File: src/rtl/video_vga_pkg.sv
// Shared constants and types for the VGA scandoubler horizontal timing path.
// Defaults describe a 28 MHz clock with two VGA lines per 1792-clk TV line.
package video_vga_pkg;

    localparam int unsigned VGA_HPERIOD     = 896;
    localparam int unsigned VGA_HSYNC_BEG   = 0;
    localparam int unsigned VGA_HSYNC_END   = 106;
    localparam int unsigned VGA_SCANOUT_BEG = 160;
    localparam int unsigned VGA_LOCK_CNT    = 4;

    localparam int unsigned VGA_HCOUNT_W    = 10;

    typedef enum logic [1:0] {
        HUNT  = 2'd0,
        COUNT = 2'd1,
        LOCK  = 2'd2
    } lock_state_e;

    // Window test done as one modular subtraction: positions below beg wrap to a
    // value larger than any legal window length, so no separate lower-bound compare.
    function automatic logic in_window(
        input logic [VGA_HCOUNT_W-1:0] pos,
        input logic [VGA_HCOUNT_W:0]   beg,
        input logic [VGA_HCOUNT_W:0]   len
    );
        logic [VGA_HCOUNT_W:0] w_ofs;
        w_ofs = {1'b0, pos} - beg;
        return w_ofs < len;
    endfunction

endpackage

File: src/rtl/video_vga_sync_h_if.sv
// Signal bundle between the VGA horizontal timing generator and its users.
// The timing generator is the master; the scandoubler/pin side is the slave.
interface video_vga_sync_h_if;
    import video_vga_pkg::*;

    logic                    hsync_start;
    logic                    vga_hsync;
    logic                    scanout_start;
    logic                    line_odd;
    logic                    locked;
    logic [VGA_HCOUNT_W-1:0] hcount;

    modport master (
        input  hsync_start,
        output vga_hsync,
        output scanout_start,
        output line_odd,
        output locked,
        output hcount
    );

    modport slave (
        output hsync_start,
        input  vga_hsync,
        input  scanout_start,
        input  line_odd,
        input  locked,
        input  hcount
    );

endinterface

File: src/rtl/video_vga_lockdet.sv
// Lock detector: tracks consecutive on-time TV line strobes and reports when the
// incoming line timing has been stable for LOCK_CNT strobes in a row.
module video_vga_lockdet
    import video_vga_pkg::*;
#(
    parameter int unsigned LOCK_CNT = VGA_LOCK_CNT
) (
    input  logic clk,
    input  logic rst,
    input  logic i_hsync_start,
    input  logic i_on_time,
    input  logic i_wrap,
    input  logic i_line_odd,
    output logic o_locked
);

    localparam int unsigned  CntW        = $clog2(LOCK_CNT + 1);
    localparam logic         LockOnFirst = (LOCK_CNT <= 1);
    localparam logic [CntW-1:0] CntOne   = CntW'(1);
    localparam logic [CntW-1:0] CntLast  = CntW'(LOCK_CNT - 1);

    lock_state_e     r_state;
    logic [CntW-1:0] r_goodcnt;

    always_ff @(posedge clk) begin
        if (rst) begin
            r_state   <= HUNT;
            r_goodcnt <= '0;
            o_locked  <= 1'b0;
        end else if (i_hsync_start && !i_on_time) begin
            // Early strobe: the counter resyncs, so all lock history is void.
            r_state   <= HUNT;
            r_goodcnt <= '0;
            o_locked  <= 1'b0;
        end else if (i_on_time) begin
            unique case (r_state)
                HUNT: begin
                    r_goodcnt <= CntOne;
                    r_state   <= LockOnFirst ? LOCK : COUNT;
                    o_locked  <= LockOnFirst;
                end
                COUNT: begin
                    r_goodcnt <= r_goodcnt + CntOne;
                    if (r_goodcnt == CntLast) begin
                        r_state  <= LOCK;
                        o_locked <= 1'b1;
                    end
                end
                LOCK: begin
                    o_locked <= 1'b1;
                end
                default: begin
                    r_state   <= HUNT;
                    r_goodcnt <= '0;
                    o_locked  <= 1'b0;
                end
            endcase
        end else if (i_wrap && i_line_odd) begin
            // Second VGA line ended with no strobe: free-run, but timing is no longer trusted.
            r_state   <= HUNT;
            r_goodcnt <= '0;
            o_locked  <= 1'b0;
        end
    end

endmodule

File: src/rtl/video_vga_sync_h.sv
// VGA horizontal timing generator: two VGA lines per TV line, resynced to the
// TV-rate hsync_start strobe, with registered sync/scanout decode and lock status.
module video_vga_sync_h
    import video_vga_pkg::*;
#(
    parameter int unsigned HPERIOD     = VGA_HPERIOD,
    parameter int unsigned HSYNC_BEG   = VGA_HSYNC_BEG,
    parameter int unsigned HSYNC_END   = VGA_HSYNC_END,
    parameter int unsigned SCANOUT_BEG = VGA_SCANOUT_BEG,
    parameter int unsigned LOCK_CNT    = VGA_LOCK_CNT
) (
    input  logic               clk,
    input  logic               rst,
    video_vga_sync_h_if.master bus
);

    localparam int unsigned HW = VGA_HCOUNT_W;

    localparam logic [HW-1:0] LastCnt  = HW'(HPERIOD - 1);
    localparam logic [HW-1:0] ScanCnt  = HW'(SCANOUT_BEG);
    localparam logic [HW:0]   HsBeg    = (HW + 1)'(HSYNC_BEG);
    localparam logic [HW:0]   HsLen    = (HW + 1)'(HSYNC_END - HSYNC_BEG);

    logic [HW-1:0] r_hcount;
    logic          r_line_odd;
    logic          r_vga_hsync;
    logic          r_scanout_start;

    logic [HW-1:0] w_hcount_d;
    logic          w_line_odd_d;
    logic          w_wrap;
    logic          w_on_time;
    logic          w_locked;

    always_comb begin
        w_wrap       = (r_hcount == LastCnt);
        w_on_time    = bus.hsync_start && w_wrap && r_line_odd;
        w_hcount_d   = r_hcount + HW'(1);
        w_line_odd_d = r_line_odd;
        if (bus.hsync_start) begin
            w_hcount_d   = '0;
            w_line_odd_d = 1'b0;
        end else if (w_wrap) begin
            w_hcount_d   = '0;
            w_line_odd_d = ~r_line_odd;
        end
    end

    // Outputs decode the next count so they line up with the hcount they describe.
    always_ff @(posedge clk) begin
        if (rst) begin
            r_hcount        <= '0;
            r_line_odd      <= 1'b0;
            r_vga_hsync     <= in_window('0, HsBeg, HsLen);
            r_scanout_start <= 1'b0;
        end else begin
            r_hcount        <= w_hcount_d;
            r_line_odd      <= w_line_odd_d;
            r_vga_hsync     <= in_window(w_hcount_d, HsBeg, HsLen);
            r_scanout_start <= (w_hcount_d == ScanCnt);
        end
    end

    video_vga_lockdet #(
        .LOCK_CNT (LOCK_CNT)
    ) u_lockdet (
        .clk           (clk),
        .rst           (rst),
        .i_hsync_start (bus.hsync_start),
        .i_on_time     (w_on_time),
        .i_wrap        (w_wrap),
        .i_line_odd    (r_line_odd),
        .o_locked      (w_locked)
    );

    assign bus.hcount        = r_hcount;
    assign bus.line_odd      = r_line_odd;
    assign bus.vga_hsync     = r_vga_hsync;
    assign bus.scanout_start = r_scanout_start;
    assign bus.locked        = w_locked;

endmodule
File: src/flat_wrapper.sv
// flat-port wrapper written by rule: the top's interface ports become plain ports
module video_vga_sync_h_flat import video_vga_pkg::*;
#(
    parameter int unsigned HPERIOD     = VGA_HPERIOD,
    parameter int unsigned HSYNC_BEG   = VGA_HSYNC_BEG,
    parameter int unsigned HSYNC_END   = VGA_HSYNC_END,
    parameter int unsigned SCANOUT_BEG = VGA_SCANOUT_BEG,
    parameter int unsigned LOCK_CNT    = VGA_LOCK_CNT
)
  (clk, rst, bus_hsync_start, bus_vga_hsync, bus_scanout_start, bus_line_odd, bus_locked, bus_hcount);
  video_vga_sync_h_if bus_i ();
  input  logic clk;
  input  logic rst;
  input wire logic [$bits(bus_i.hsync_start)-1:0] bus_hsync_start;
  output wire logic [$bits(bus_i.vga_hsync)-1:0] bus_vga_hsync;
  output wire logic [$bits(bus_i.scanout_start)-1:0] bus_scanout_start;
  output wire logic [$bits(bus_i.line_odd)-1:0] bus_line_odd;
  output wire logic [$bits(bus_i.locked)-1:0] bus_locked;
  output wire logic [$bits(bus_i.hcount)-1:0] bus_hcount;
  assign bus_i.hsync_start = bus_hsync_start;
  assign bus_vga_hsync = bus_i.vga_hsync;
  assign bus_scanout_start = bus_i.scanout_start;
  assign bus_line_odd = bus_i.line_odd;
  assign bus_locked = bus_i.locked;
  assign bus_hcount = bus_i.hcount;
  video_vga_sync_h #(.HPERIOD(HPERIOD), .HSYNC_BEG(HSYNC_BEG), .HSYNC_END(HSYNC_END), .SCANOUT_BEG(SCANOUT_BEG), .LOCK_CNT(LOCK_CNT)) u_core (.clk(clk), .rst(rst), .bus(bus_i));
endmodule
File: config.mk
export PLATFORM = sky130hd
export DESIGN_NAME = video_vga_sync_h_flat
export DESIGN_NICKNAME = d
export VERILOG_FILES = /design/src/rtl/video_vga_pkg.sv /design/src/rtl/video_vga_sync_h_if.sv /design/src/rtl/video_vga_lockdet.sv /design/src/rtl/video_vga_sync_h.sv /design/src/flat_wrapper.sv
export SDC_FILE = /design/constraint.sdc
export NUM_CORES = 1
export LEC_CHECK = 0
export ABC_AREA = 1
export CAP_MARGIN = 20
export CORE_ASPECT_RATIO = 0.5
export CORE_MARGIN = 2
export CORE_UTILIZATION = 49
export DETAILED_ROUTE_END_ITERATION = 10
export GPL_TIMING_DRIVEN = 0
export PLACE_DENSITY = 0.82
export SLEW_MARGIN = 10
export SYNTH_ARGS = -nofsm -noshare
export SYNTH_HDL_FRONTEND = slang
export SYNTH_SLANG_ARGS = --single-unit
File: constraint.sdc
create_clock -name clk -period 1.5 [get_ports clk]
set_clock_uncertainty 0.15 [all_clocks]
set_input_delay 0.15 -clock clk [delete_from_list [all_inputs] [get_ports clk]]
set_output_delay 0.15 -clock clk [all_outputs]
set_load 0.1 [all_outputs]
== Yosys cells after proc, flatten, opt, wreduce, memory -nomap -nowiden ==
Index checks and enable logic that the tools add are counted.

* Word-level logic and storage cells: 43
* Input port bits: 3
* Bits in registers: 19
* Output and inout port bits: 14

* Bitwise operators: 1
* Equality and inequality tests: 7
* $lt $le $gt $ge: 1
* Add/sub/neg operators: 2
* Multiplexer cells: 13
* Reduce and logical (&&, ||, !) cells: 12

{| class="wikitable"
|+ Operators with widths
! operator !! count
|-
| $mux 10 || 2
|-
| $add 10x1->10 const B || 1
|-
| $eq 10x10->1 const B || 1
|-
| $eq 10x8->1 const B || 1
|-
| $lt 10x7->1 const B || 1
|-
| $pmux 3 s3 || 1
|-
| $mux 2 || 3
|-
| $mux 3 || 2
|-
| $pmux 2 s3 || 1
|-
| $logic_and 1x1->1 || 4
|-
| $reduce_and 2->1 || 2
|-
| $reduce_or 2->1 || 2
|-
| $add 3x1->3 const B || 1
|-
| $eq 3x2->1 const B || 1
|-
| $mux 1 || 3
|-
| $ne 3x3->1 const B || 1
|-
| $reduce_and 3->1 || 1
|-
| $eq 2x1->1 const B || 1
|-
| $eq 2x2->1 const B || 1
|-
| $logic_not 2->1 || 1
|-
| $ne 2x2->1 const B || 1
|-
| $pmux 1 s2 || 1
|-
| $reduce_bool 2->1 || 1
|-
| $logic_not 1->1 || 1
|-
| $not 1->1 || 1
|}

== Longest topological paths before layout ==
Gate-level depths: netlist of the first run.

* Depth in word-level cells: 6
* Mapped depth: 11
* Gate-level depth less buffers: 11

== Modules after synthesis ==
Synthesis of the first run repeated with hierarchy kept, for this count alone.

* Cells, all modules: 161
* Area total of the unflattened synthesis: 1121.1 um^2

{| class="wikitable"
|+ By module, submodules not included
! module !! area each (um^2) !! cells an instance !! instances !! seq. area each (um^2)
|-
| video_vga_sync_h || 693.2 || 101 || 1 || 260.2
|-
| video_vga_lockdet || 427.9 || 60 || 1 || 120.1
|}

== Worst setup path after synthesis of the first run ==
OpenSTA, ideal clock, no wires.

* Path type: register -> register
* Start point: register u_core.r_hcount[0], in the netlist u_core.bus.hcount[0]
* End point: register u_core.u_lockdet.r_state[0]
* Stages on the path, launching flop included: 9
* Setup slack: -936 ps
* Library setup time: 111 ps
* Period minus slack after synthesis: 2436 ps
* Arrival: 2174 ps
* Buffers on the path: 0
* Data required time: 1239 ps
* Cells stage by stage: dfxtp_1 ha_1 nand2_4 nor3_4 nand4_2 nor2_1 nand2_1 nand2_1 nor2_2

* Longest elaborated chain between the ends: 6
* Elaborated cells on any way between the ends: 12
* Classes of those cells: eq/ne (3); mux (1); reduce/logical (8)

{| class="wikitable"
|+ Ends and longest elaborated chain
! item !! line !! text
|-
| start, declared || video_vga_sync_h.sv:24 || <nowiki>logic [HW-1:0] r_hcount;</nowiki>
|-
| start signal, assigned || video_vga_sync_h.sv:57 || <nowiki>r_hcount <= w_hcount_d;</nowiki>
|-
| $eq 10x10->1 * || video_vga_sync_h.sv:36 || <nowiki>w_wrap = (r_hcount == LastCnt);</nowiki>
|-
| branches (longest 5 deep; another with $ne 3x3->1) || -- ||
|-
| end signal, assigned || video_vga_lockdet.sv:39 || <nowiki>r_state <= LockOnFirst ? LOCK : COUNT;</nowiki>
|-
| end, declared || video_vga_lockdet.sv:22 || <nowiki>lock_state_e r_state;</nowiki>
|}

Every way passes the cells marked *.
A chain may end at the register's enable or synchronous reset.

== Worst setup path after layout of the first run ==
* Start point: register u_core.r_hcount[0], in the netlist u_core.bus.hcount[0]
* End point: register u_core.u_lockdet.o_locked

* Longest elaborated chain between the ends: 6
* Elaborated cells on any way between the ends: 11
* Classes of those cells: eq/ne (2); mux (1); reduce/logical (8)

{| class="wikitable"
|+ Ends and longest elaborated chain
! item !! line !! text
|-
| $eq 10x10->1 * || video_vga_sync_h.sv:36 ||
|-
| branches (longest 5 deep; another with $ne 3x3->1) || -- ||
|-
| end signal, assigned || video_vga_lockdet.sv:40 || <nowiki>o_locked <= LockOnFirst;</nowiki>
|-
| end, declared || video_vga_lockdet.sv:14 || <nowiki>output logic o_locked</nowiki>
|}

Marked as above.

==> out/results.tsv, run 1 <==
stage	metric	value	unit
outcome	status	complete, but fails checks	
outcome	failing checks	setup timing	
power	Leak	0.699	nW
synthesis	mean post-synth cell area	6.87	um2
place	placed cells	235	
finish	non-filler instance count after layout	246	
synthesis	Syn Nets	196	
critical_path	Critical Path AT	1.69	ns
place	DP HPWL	2190	um
floorplan	Std-Cell Rows	12	
timing	final worst setup slack	-0.154	ns
timing	period utilization	110	%
timing	Fin. Hold Viols	0	
finish	Layout area overhead	31.1	%
detailed_routing	drc violations	0	
synthesis	Mapped Cells	185	
grt	global-route wire length before repair	4920	um
critical_path	worst stage delay on the critical path	0.37	ns
grt	total track usage	21.6	%
floorplan	die area	3040	um2
grt	initial antenna violation count	0	
critical_path	WS Path Type	reg -> reg	
synthesis	Main synth FF type	dfxtp_1	
synthesis	post-synth cell types	26	
timing	f_max	0.605	GHz
power	Worst VDD drop	0.552	mV
job	max_cap viols	0	
critical_path	critical path launch point type	flop	
floorplan	die height	40.0	um
critical_path	CP Cell Sequence	ha_4 -> nand2_8 -> nor3_4 -> nand3_2 -> a21oi_2 -> inv_2 -> a21oi_1	
finish	final core occ	71.6	%
clock_tree	Clk Latency, worst-skew pair	0.26	ns
synthesis	Async S/R FF share, synth	0	%
critical_path	WP data required	1.53	ns
finish	fin nets	223	
floorplan	Die Wd	76.0	um
synthesis	Synth Cell Area	1270	um2
timing	actual slew at the worst max-slew pin	0.551	ns
finish	Fillers	177	
finish	layout cell share with drive strength beyond 1	35.1	%
grt	Congestion Overflow GR	0	
place	GP Congestion	0.837	
synthesis	sequential cell area fraction in the yosys report	29.9	%
detailed_routing	per-cell routed wire length	12.3	um
clock_tree	Max Buffers Root-to-Sink	2	
worst_hold_path	Hold Path Class	in -> reg	
detailed_routing	First DRT Iteration DRCs	77	
synthesis	Synth Warn #	0	
synthesis	Post-synth EDFFs	0	
grt	vias in the first global route	1141	
clock_tree	clock slew at reported path FFs	0.08	ns
power	PD cells	568	nW/um2
synthesis	Seq cells post-synth	19	
detailed_routing	Post-Route WL	3020	um
timing	worst rel slew slack	63.4	%
clock_tree	clk sinks	19	
place	pre-CTS setup slack	-0.350	ns
critical_path	slowest CP cell	dfxtp_4	
synthesis	Synth area leader	dfxtp_1	
critical_path	Crit. End Element	flop	
synthesis	top cells by area, synth	dfxtp_1 30%, nor2_1 12%, nand2_1 11%, inv_1 8.0%, ha_1 7.9%	
grt	largest net degree at the start of global routing	12	
timing	minimum clock period	1.65	ns
floorplan	io pins	17	
clock_tree	total clock buffers created by CTS	3	
detailed_routing	vias	1253	
floorplan	initial core utilization	54.6	%
finish	diode count	0	
detailed_routing	vias per std cell	5.09	
clock_tree	Hold-fix buffers, CTS	0	
synthesis	post-synth top area share	29.9	%
place	port bufs	15	
clock_tree	Root Driver	clkbuf_8	
timing	RSZ-0062 raised after global routing	true	
timing	# setup viols final	8	
clock_tree	H-tree Lvls	1	
detailed_routing	1st-pass router iterations	4	
timing	Max Transition Viols Final	0	
floorplan	core area	2330	um2
clock_tree	TritonCTS clock tree	done	
critical_path	worst-path fanout max	5	
detailed_routing	antenna viol nets, final	0	
[flip-flops by register name (all words and copies together) (netlist names)]
| name | flops |
|---|---|
| u_core.u_lockdet.r_state | 2 |
| u_core.bus.line_odd | 1 |
| u_core.bus.vga_hsync | 1 |
| u_core.bus.hcount | 10 |
| u_core.u_lockdet.r_goodcnt | 3 |
| u_core.bus.scanout_start | 1 |
| u_core.u_lockdet.o_locked | 1 |
[stage by stage]
step,hold WS (ns),TNS (ns),power [W],instance area [um2]
finish,0.0730,-0.667,0.000946,1670
global route,0.0695,-1.48,0.000972,1670
CTS,0.0396,-0.524,0.000951,1650
detailed placement,0.315,-4.76,0.000575,1530
global placement,0.310,-4.64,0.000573,1530
floorplan,0.0627,-1.86,0.000557,1330
[routing by layer]
layer / GRT usage (%) / up-vias / share of wire, %
li1: - / 632 / -
met1: 25.5 / 579 / 44
met2: 41.5 / 40 / 48
met3: 4.73 / 2 / 7.0
met4: 8.18 / 0 / 0.96
met5: 0 / - / 0
[repair_timing]
| item | in CTS | in global routing |
|---|---|---|
| gates cloned | 0 | 0 |
| pin swaps | 11 | 4 |
| setup buffers | 5 | 2 |
| gates resized for setup | 77 | 4 |
| endpoints found under the setup margin | 22 | 9 |
[where the power goes]
part | internal, W | switching, W
logic | 0.0000241 | 0.0000577
registers | 0.000490 | 0.00000345
clock network | 0.000185 | 0.000186
total | 0.000700 | 0.000247
[cells in the final DEF (no fill, tap or decap), types with 4 or more instances in the layout]
cell type	count
nor2_4	5
clkdlybuf4s15_2	4
inv_1	26
nor2_2	6
inv_2	6
dfxtp_1	7
nand2_1	36
buf_2	6
nor2_1	33
nand4_1	4
nand3_1	13
buf_4	8
dfxtp_4	10
ha_1	5
[path summary, 6_finish.rpt]
check / depth (start not counted) / start / end / slack [ns]
setup / recovery: 7 / u_core.bus.hcount[0] / u_core.u_lockdet.o_locked / -0.15
hold reg to reg: 2 / u_core.u_lockdet.r_state[1] / u_core.u_lockdet.r_state[1] / 0.35
setup reg to reg: 7 / u_core.bus.hcount[0] / u_core.u_lockdet.o_locked / -0.15
hold / removal: 3 / bus_hsync_start / u_core.u_lockdet.o_locked / 0.07
[cells in the mapped netlist, types with 3 or more instances]
cell      count
nand4_1       4
nor2_1       39
dfxtp_1      19
nand3_4       3
nand3b_1      3
a21oi_1       5
inv_1        27
inv_2         5
o21ai_0       3
nand2_1      37
ha_1          8
nand3_1      14
nor2_2        3
[cell type report]
class | count | area (um2) | area share (%)
Buffer | 1 | 11.3 | 0.676
Clock buffer | 3 | 41.3 | 2.48
Clock inverter | 1 | 5.00 | 0.300
Inverter | 32 | 120 | 7.21
Multi-Input combinational cell | 133 | 848 | 50.9
Sequential cell | 19 | 420 | 25.2
Tap cell | 35 | 43.8 | 2.63
Timing Repair Buffer | 22 | 176 | 10.6
[kinds of logic after synthesis]
logic type               count (synthesis)  synth area share, %
adder cells (fa/ha/maj)                  8                 7.87
flip-flops                              19                 29.9
AND/OR/NAND/NOR                        113                 46.1
buffers and inverters                   33                 10.3
XOR/XNOR                                 1                0.689
AO/OA/AOI/OAI                           11                 5.12
[worst max-delay path: cells and delay by family (launching register included)]
kind	cells	cell delay (ns)
AOI/OAI and AO/OA	2	0.34
and+or+nand+nor	3	0.45
DFF	1	0.37
adders and majority gates	1	0.17
buffers and inverters	1	0.09
Power figures use the tool's default switching activity.
==> run 2, diff against run 1 <==
--- a/config.mk
+++ b/config.mk
@@ -8,9 +8,9 @@
 export ABC_AREA = 1
 export CAP_MARGIN = 20
 export CORE_ASPECT_RATIO = 0.5
-export CORE_MARGIN = 2
 export CORE_UTILIZATION = 49
 export DETAILED_ROUTE_END_ITERATION = 10
+export GPL_ROUTABILITY_DRIVEN = 1
 export GPL_TIMING_DRIVEN = 0
 export PLACE_DENSITY = 0.82
 export SLEW_MARGIN = 10
==> run 2 against run 1 <==
Effect of this change: the run still ends with setup timing left; register-to-register slack improved by 0.04 ns; first-iteration DRC count decreased by 7.8%; setup slack gained 0.037 ns; design area grew 1.6%; largest cell class unchanged; worst hold slack got worse by 0.022 ns.
==> out/results.tsv, run 2 (synthesized netlist as in run 1, its figures left out) <==
stage	metric	value	unit
floorplan	initial core utilization	54.6	%
timing	RSZ-0062 raised after global routing	true	
outcome	status	complete, but fails checks	
finish	area of all placed cells without fillers	1690	um2
worst_hold_path	Worst Hold End	u_core.u_lockdet.r_goodcnt[0]	
floorplan	Std-Cell Rows	12	
timing	period utilization	108	%
detailed_routing	Post-Route WL	3050	um
clock_tree	TritonCTS clock tree	done	
floorplan	die area	2810	um2
floorplan	core area	2330	um2
place	Post-Place Cell Area	1530	um2
finish	layout cell share with drive strength beyond 1	39.0	%
detailed_routing	First DRT Iteration DRCs	71	
grt	vias in the first global route	1090	
detailed_routing	vias per std cell	5.07	
critical_path	WS Path Type	reg -> reg	
detailed_routing	vias	1257	
timing	hold slack	0.0507	ns
critical_path	reg2reg setup slack	-0.12	ns
grt	initial antenna violation count	0	
job	max_cap viols	0	
critical_path	FF-to-FF End	u_core.u_lockdet.o_locked	
timing	Max Transition Viols Final	0	
power	PD cells	562	nW/um2
grt	global-route wire length before repair	4750	um
finish	Layout area overhead	33.2	%
detailed_routing	per-cell routed wire length	12.3	um
place	DP HPWL	2250	um
place	GP Congestion	0.882	
timing	actual slew at the worst max-slew pin	0.545	ns
worst_hold_path	Hold Crit Start	bus_hsync_start	
clock_tree	Max Buffers Root-to-Sink	2	
grt	largest net degree at the start of global routing	11	
floorplan	io pins	17	
power	total power	0.000951	W
timing	Fin. Hold Viols	0	
grt	Congestion Overflow GR	0	
grt	GRT busiest layer	met2	
critical_path	Critical Path AT	1.67	ns
floorplan	Die Wd	74.0	um
finish	most common cell after layout, fill and taps aside	nand2_1	
detailed_routing	1st-pass router iterations	4	
grt	met2 Use GR	40.0	%
clock_tree	Root Driver	clkbuf_8	
detailed_routing	drc violations	0	
clock_tree	H-tree Lvls	1	
critical_path	Crit. End Element	flop	
finish	fin nets	225	
worst_hold_path	Hold Path Class	in -> reg	
critical_path	WP data required	1.55	ns
timing	# setup viols final	9	
detailed_routing	antenna viol nets, final	0	
finish	max reg flops	10	
critical_path	RR Startpoint	u_core.bus.hcount[0]	
worst_hold_path	hold depth	3	
clock_tree	Clk Latency, worst-skew pair	0.26	ns
power	Leak	0.721	nW
place	port bufs	15	
finish	final core occ	72.7	%
critical_path	worst r2r path cells	7	
finish	diode count	0	
critical_path	critical path launch point type	flop	
floorplan	die height	38.0	um
timing	worst rel slew slack	63.8	%
clock_tree	total clock buffers created by CTS	3	
clock_tree	clock slew at reported path FFs	0.08	ns
timing	f_max	0.619	GHz
grt	GR Util met1	30.1	%
clock_tree	clk sinks	19	
outcome	failing checks	setup timing	
critical_path	worst-path fanout max	5	
place	pre-CTS setup slack	-0.341	ns
grt	met3 GRT Util	5.53	%
timing	minimum clock period	1.62	ns
grt	total track usage	23.3	%
timing	final worst setup slack	-0.117	ns
power	Worst VDD drop	0.328	mV
finish	commonest cells after routing, fill and taps aside	34 x nand2_1, 32 x nor2_1, 26 x inv_1	
[run 2: cell types whose count changed in the layout (fill, tap and decap cells not counted), sizes merged]
cell	change
clkbuf	+2
buf	+1
clkinv	-1
[run 2: timing repair]
item | CTS | global route
endpoints found under the setup margin | 22 | 13
resized for setup | 66 | 21
endpoints found under the hold margin | 0 | 0
pin swaps | 3 | 11
setup buffers | 2 | 8
hold buffers | 0 | 0
[run 2: worst max-delay path by stage]
stage                                  end                 start  slack (ns)  cells past startpoint
6_report         u_core.u_lockdet.o_locked  u_core.bus.hcount[0]       -0.12                      7
5_1_grt          u_core.u_lockdet.o_locked  u_core.bus.hcount[1]       -0.20                      7
4_1_cts          u_core.u_lockdet.o_locked  u_core.bus.hcount[0]       -0.12                      7
3_5_place_dp                  bus_line_odd   u_core.bus.line_odd       -0.34                      1
3_3_place_gp                  bus_line_odd   u_core.bus.line_odd       -0.34                      1
2_1_floorplan  u_core.u_lockdet.r_state[0]  u_core.bus.hcount[0]       -0.24                      8
[run 2: through the flow]
stage,setup TNS (ns),instances
CTS,-0.660,241
global placement,-4.65,235
global route,-1.50,248
finish,-0.780,248
detailed placement,-4.89,235
floorplan,-1.86,185
[run 2: cell type report]
type | instances | area [um2]
Buffer | 1 | 11.3
Timing Repair Buffer | 24 | 185
Inverter | 32 | 120
Multi-Input combinational cell | 133 | 866
Sequential cell | 19 | 422
Clock buffer | 4 | 45.0
Tap cell | 35 | 43.8
Fill cell | 169 | 634
[run 2: per-layer routing]
layer | up-vias | wire length (um)
met1 | 573 | 1420
li1 | 642 | -
met5 | - | 0
met3 | 2 | 167
met4 | 0 | 18
met2 | 40 | 1440
[run 2: power by group]
group	leakage, nW	switching, W	internal [W]	total, W
clock	0.0228	0.000184	0.000189	0.000373
sequential	0.163	0.00000349	0.000490	0.000494
combinational	0.536	0.0000578	0.0000261	0.0000840
total	0.721	0.000245	0.000706	0.000951
[run 2: critical path: stages (launching register included)]
cell	delay, ns
dfxtp_4	0.37
ha_4	0.17
nand2_8	0.08
nor3_4	0.25
nand3_2	0.14
a21oi_2	0.19
inv_2	0.10
a21oi_1	0.11
==> patch 1, RTL diff (flow settings as in run 1) <==
Set the package constant `VGA_LOCK_CNT` to 8 (it was 4).
--- a/src/rtl/video_vga_pkg.sv
+++ b/src/rtl/video_vga_pkg.sv
@@ -7,5 +7,5 @@
     localparam int unsigned VGA_HSYNC_END   = 106;
     localparam int unsigned VGA_SCANOUT_BEG = 160;
-    localparam int unsigned VGA_LOCK_CNT    = 4;
+    localparam int unsigned VGA_LOCK_CNT    = 8;
 
     localparam int unsigned VGA_HCOUNT_W    = 10;
Function: same outputs for any inputs over 10 cycles, from zero or initial values and one cycle with rst high; that may be too few to reach the edited logic, so the function may still have changed.
==> patch 1 against run 1 <==
- the run still ends with negative setup slack left
- sequential power rose by 6.1%
- first-iteration DRC count fell by 31%
- area after synthesis fell by 5.2%
- cell area fell by 0.68%
- sequential cell count rose by 1
- utilization rose by 1.4 points
- setup slack improved by 0.13 ns
- combinational power rose by 2.4%
- total power rose by 3.8%
- wire length fell by 7.2%
- non-clock buffer count rose by 2
- largest power group unchanged
==> patch 1: results (changes against run 1) <==
[grt]
grt_usage_pct=20.3  ; -1.3 points
grt_pass1_vias=1054  ; -7.6%
grt_pass1_wl_um=4340  ; -12%

[run]
drv_cap=0  ; unchanged

[power_and_ir_drop]
total_leakage_power_nw=0.722  ; +3.3%
ir_worst_vdd_uv=433  ; -21%

[route]
drt_iter0_markers=53  ; -31%
wl_um=2810  ; -7.2%
dr_total_vias=1178  ; -6.0%

[setup_path]
crit_path_max_fanout=3  ; -2
crit_arrival_ns=1.55  ; -0.14 ns

[sta]
setup_viol=9  ; +1
setup_ws_ns=-0.0274  ; +0.126 ns
hold-worst-slack_ns=0.195  ; +0.122 ns
setup_tns_ns=-0.127  ; +0.540 ns

[synth]
ys_top_cells_by_count=nand2_1 (41), nor2_1 (25), inv_1 (22)
syn_nets=185  ; -5.6%
syn-mean-instance-area_um2=6.89  ; +0.20%
async_reset_ff_share_pct=0  ; unchanged
synth.area.top_cells=dfxtp_1 (33%), nand2_1 (13%), nor2_1 (7.8%)
ys_seq_area_share_pct=33.2  ; +3.3 points

[run_status]
status=finished with violations
violations=negative setup slack

[placed_design]
gp_congestion=0.814  ; -2.8%
dp.cells=226  ; -3.8%
detailed_place_hpwl_um=1970  ; -10%
dpl-instance-area_mm2=0.00148  ; -2.8%
io_buffers=16  ; +1

[cells_and_area]
layout.cells.non_filler=239  ; -2.8%
finalNetCount=215  ; -3.6%
layout-drive-gt1-share_pct=35.8  ; +0.71 points

[clock_network]
clk_latency_ns=0.26  ; about the same
cts-root-buf=clkbuf_8
clkTransAtPathRegs_ns=0.08  ; about the same

patch 1: cell types whose count changed after synthesis, moves of 3 or more:
cell,before,now
nor2_1,39,25
inv_1,27,22
nand2_1,37,41
a21oi_1,5,8
nand3_4,3,0
patch 1: area by class of cell:
type | count | area, um^2
timing repair buffer | 25 | 218
multi-input combinational | 127 | 798
tap | 35 | 43.8
sequential | 20 | 435
clock buffer | 4 | 45.0
inverter | 28 | 115
fill | 169 | 612
patch 1: path summary, 6_finish.rpt:
check,from,endpoint,cells after the start
worst max-delay path,u_core.bus.hcount[0],u_core.bus.vga_hsync,9
worst min-delay path,bus_hsync_start,u_core.u_lockdet.r_goodcnt[0],3
worst max register to register,u_core.bus.hcount[0],u_core.bus.vga_hsync,9
worst min register to register,u_core.bus.line_odd,u_core.bus.line_odd,2
patch 1: critical path, delay by kind of cell, from the launching register on:
kind / cells / cell delay [ns]
buffers and inverters: 1 / 0.12
and+or+nand+nor: 6 / 0.50
adders and majority gates: 1 / 0.14
AOI/OAI and AO/OA: 1 / 0.16
DFF: 1 / 0.37
patch 1: per-stage QoR:
step / setup slack, ns / total power [W]
after floorplan: -0.196 / 0.000582
after detailed placement: -0.315 / 0.000603
after global placement: -0.314 / 0.000602
after global routing: -0.130 / 0.00102
after CTS: -0.0782 / 0.000971
final: -0.0274 / 0.000983
patch 1: where the power goes:
group | leakage, nW | total (W) | internal (W) | switching, W
clock network | 0.0228 | 0.000375 | 0.000189 | 0.000185
registers | 0.170 | 0.000524 | 0.000521 | 0.00000379
logic | 0.529 | 0.0000838 | 0.0000267 | 0.0000571
total | 0.722 | 0.000983 | 0.000736 | 0.000246
patch 1: cell families (layout without fill, tap and decap cells):
kind of cell | count (synthesis) | in the layout | share of synthesized area (%)
buffers and inverters | 28 | 57 | 8.83
AOI/OAI and AO/OA | 15 | 15 | 6.96
and+or+nand+nor | 104 | 104 | 43.0
DFF | 20 | 20 | 33.2
xor gates and xnor gates | 1 | 1 | 0.727
adders and majority gates | 7 | 7 | 7.27
patch 1: repair_timing:
item	CTS	global route
pin swaps	8	13
buffers inserted	6	3
endpoints found under the setup margin	25	19
hold buffers	0	0
gates resized for setup	56	20
patch 1: per-layer routing:
| metal | GRT usage [%] | wire (um) | share of wire (%) | vias up |
|---|---|---|---|---|
| met3 | 4.95 | 122 | 4.3 | 4 |
| met1 | 24.1 | 1280 | 46 | 529 |
| li1 | - | - | - | 624 |
| met5 | 0 | 0 | 0 | - |
| met4 | 9.09 | 37 | 1.3 | 0 |
| met2 | 35.5 | 1360 | 49 | 21 |
==> patch 2, RTL diff (settings of run 1) <==
Without the edit above. Make the reset (`rst`) asynchronous in 2 clocked blocks.
--- a/src/rtl/video_vga_lockdet.sv
+++ b/src/rtl/video_vga_lockdet.sv
@@ -23,5 +23,5 @@
     logic [CntW-1:0] r_goodcnt;
 
-    always_ff @(posedge clk) begin
+    always_ff @(posedge clk or posedge rst) begin
         if (rst) begin
             r_state   <= HUNT;
--- a/src/rtl/video_vga_sync_h.sv
+++ b/src/rtl/video_vga_sync_h.sv
@@ -48,5 +48,5 @@
 
     // Outputs decode the next count so they line up with the hcount they describe.
-    always_ff @(posedge clk) begin
+    always_ff @(posedge clk or posedge rst) begin
         if (rst) begin
             r_hcount        <= '0;
Behaviour: differs if rst is asserted again (counterexample within 4 cycles, from zero or initial values and one cycle with rst high); with rst held inactive, the same outputs for 10 cycles.
==> patch 2 against run 1 <==
- the run still ends with negative setup slack left
- combinational power grew 76%
- sequential cell count is the same
- critical path depth grew 1
- fmax shrank 6.1%
- die area shrank 5.9%
- area after synthesis shrank 6.4%
- cell area shrank 8.0%
- wire length shrank 10%
- setup slack lost 0.11 ns
- first-iteration DRC count grew 62%
- total power grew 11%
- largest cell class unchanged
==> patch 2: results (changes against run 1) <==
[placed_design]
io_buffers=16  ; +1
dpl-instance-area_mm2=0.00142  ; -7.0%
detailed_place_hpwl_um=1870  ; -15%
gp_congestion=0.854  ; +2.1%

[power_and_ir_drop]
total_leakage_power_nw=0.780  ; +12%
ir_worst_vdd_uv=443  ; -20%

[cells_and_area]
multi_input_area_um2=691  ; -19%
final_core_util_pct=68.1  ; -3.5 points
multi_input_comb_cells=112  ; -16%
inverters=28  ; -13%
fill_cells=170  ; -4.0%
layout-drive-gt1-share_pct=34.9  ; -0.12 points
buffer_area_share_pct=10.5  ; -0.74 points
final-clk-cell-share_pct=3.02  ; +0.24 points

[run_status]
violations=negative setup slack
status=finished with violations

[sta]
setup_ws_ns=-0.261  ; -0.107 ns
setup_tns_ns=-1.90  ; -1.23 ns
setup_viol=11  ; +3
max_slew_margin_pct=50.1  ; -13 points
hold-worst-slack_ns=0.164  ; +0.0910 ns

[setup_path]
r2r_end=u_core.u_lockdet.o_locked
slowest_stage=dfrtp_4
rr_worst_depth=8  ; +1
cpPeakStageDelay_ns=0.43  ; +0.06 ns
crit_path_max_fanout=6  ; +1
worstReg2RegStart=u_core.bus.hcount[0]
crit_cells=8  ; +1
crit_path_end=u_core.u_lockdet.o_locked
crit_arrival_ns=1.76  ; +0.07 ns
start_kind=flip-flop

[synth]
async_reset_ff_share_pct=100  ; +100 points
synth-edff-count=0  ; unchanged
syn_nets=170  ; -13%
synthDistinctLibCells=22  ; -15%
synth_flop_cell=dfrtp_1
ys_top_cells_by_count=nand2_1 (46), inv_1 (26), dfrtp_1 (18), nand3_1 (18), nor2_1 (13)
ys_seq_area_share_pct=40.1  ; +10 points
synth.area.top_cells=dfrtp_1 (38%), nand2_1 (15%), ha_1 (8.4%)
synthCells=159  ; -14%

[clock_network]
post_cts_buffers=6  ; +1
cts-resized-gates=72  ; -6.5%

[route]
wl_um=2710  ; -10%
drt_iter0_markers=125  ; +62%
wl_met3_um=119  ; -44%
wl_met2_um=1330  ; -8.0%
dr_total_vias=1101  ; -12%
wl_per_cell_um=12.7  ; +3.2%
wl_met1_um=1210  ; -9.7%

[grt]
grt_usage_pct=21.7  ; +0.034 points
grt_pass1_vias=1026  ; -10%
use_met3_pct=4.17  ; -0.56 points
overflow=0  ; unchanged
grt_max_degree=20  ; +8
global_route.usage.met2_pct=38.8  ; -2.7 points

[worst_hold_path]
hold_path.class=in -> async

-- patch 2: cell types whose count changed after synthesis, sizes merged, moves of 3 or more --
cell | run 1 | this run
a21oi | 6 | 3
dfrtp | 0 | 18
nand2 | 40 | 49
inv | 32 | 27
nor2 | 45 | 17
o21ai | 3 | 8
dfxtp | 19 | 0
-- patch 2: kinds of logic after synthesis --
| group | Yosys count | share of synthesized area (%) |
|---|---|---|
| and+or+nand+nor | 93 | 37.0 |
| buffers and inverters | 28 | 8.94 |
| DFF | 19 | 40.1 |
| AOI/OAI and AO/OA | 11 | 5.57 |
| adders and majority gates | 8 | 8.41 |
-- patch 2: power by group --
part | leakage (nW) | total, W | switching (W) | internal, W
clock network | 0.0255 | 0.000373 | 0.000188 | 0.000185
logic | 0.511 | 0.000144 | 0.000104 | 0.0000399
registers | 0.243 | 0.000530 | 0.00000865 | 0.000521
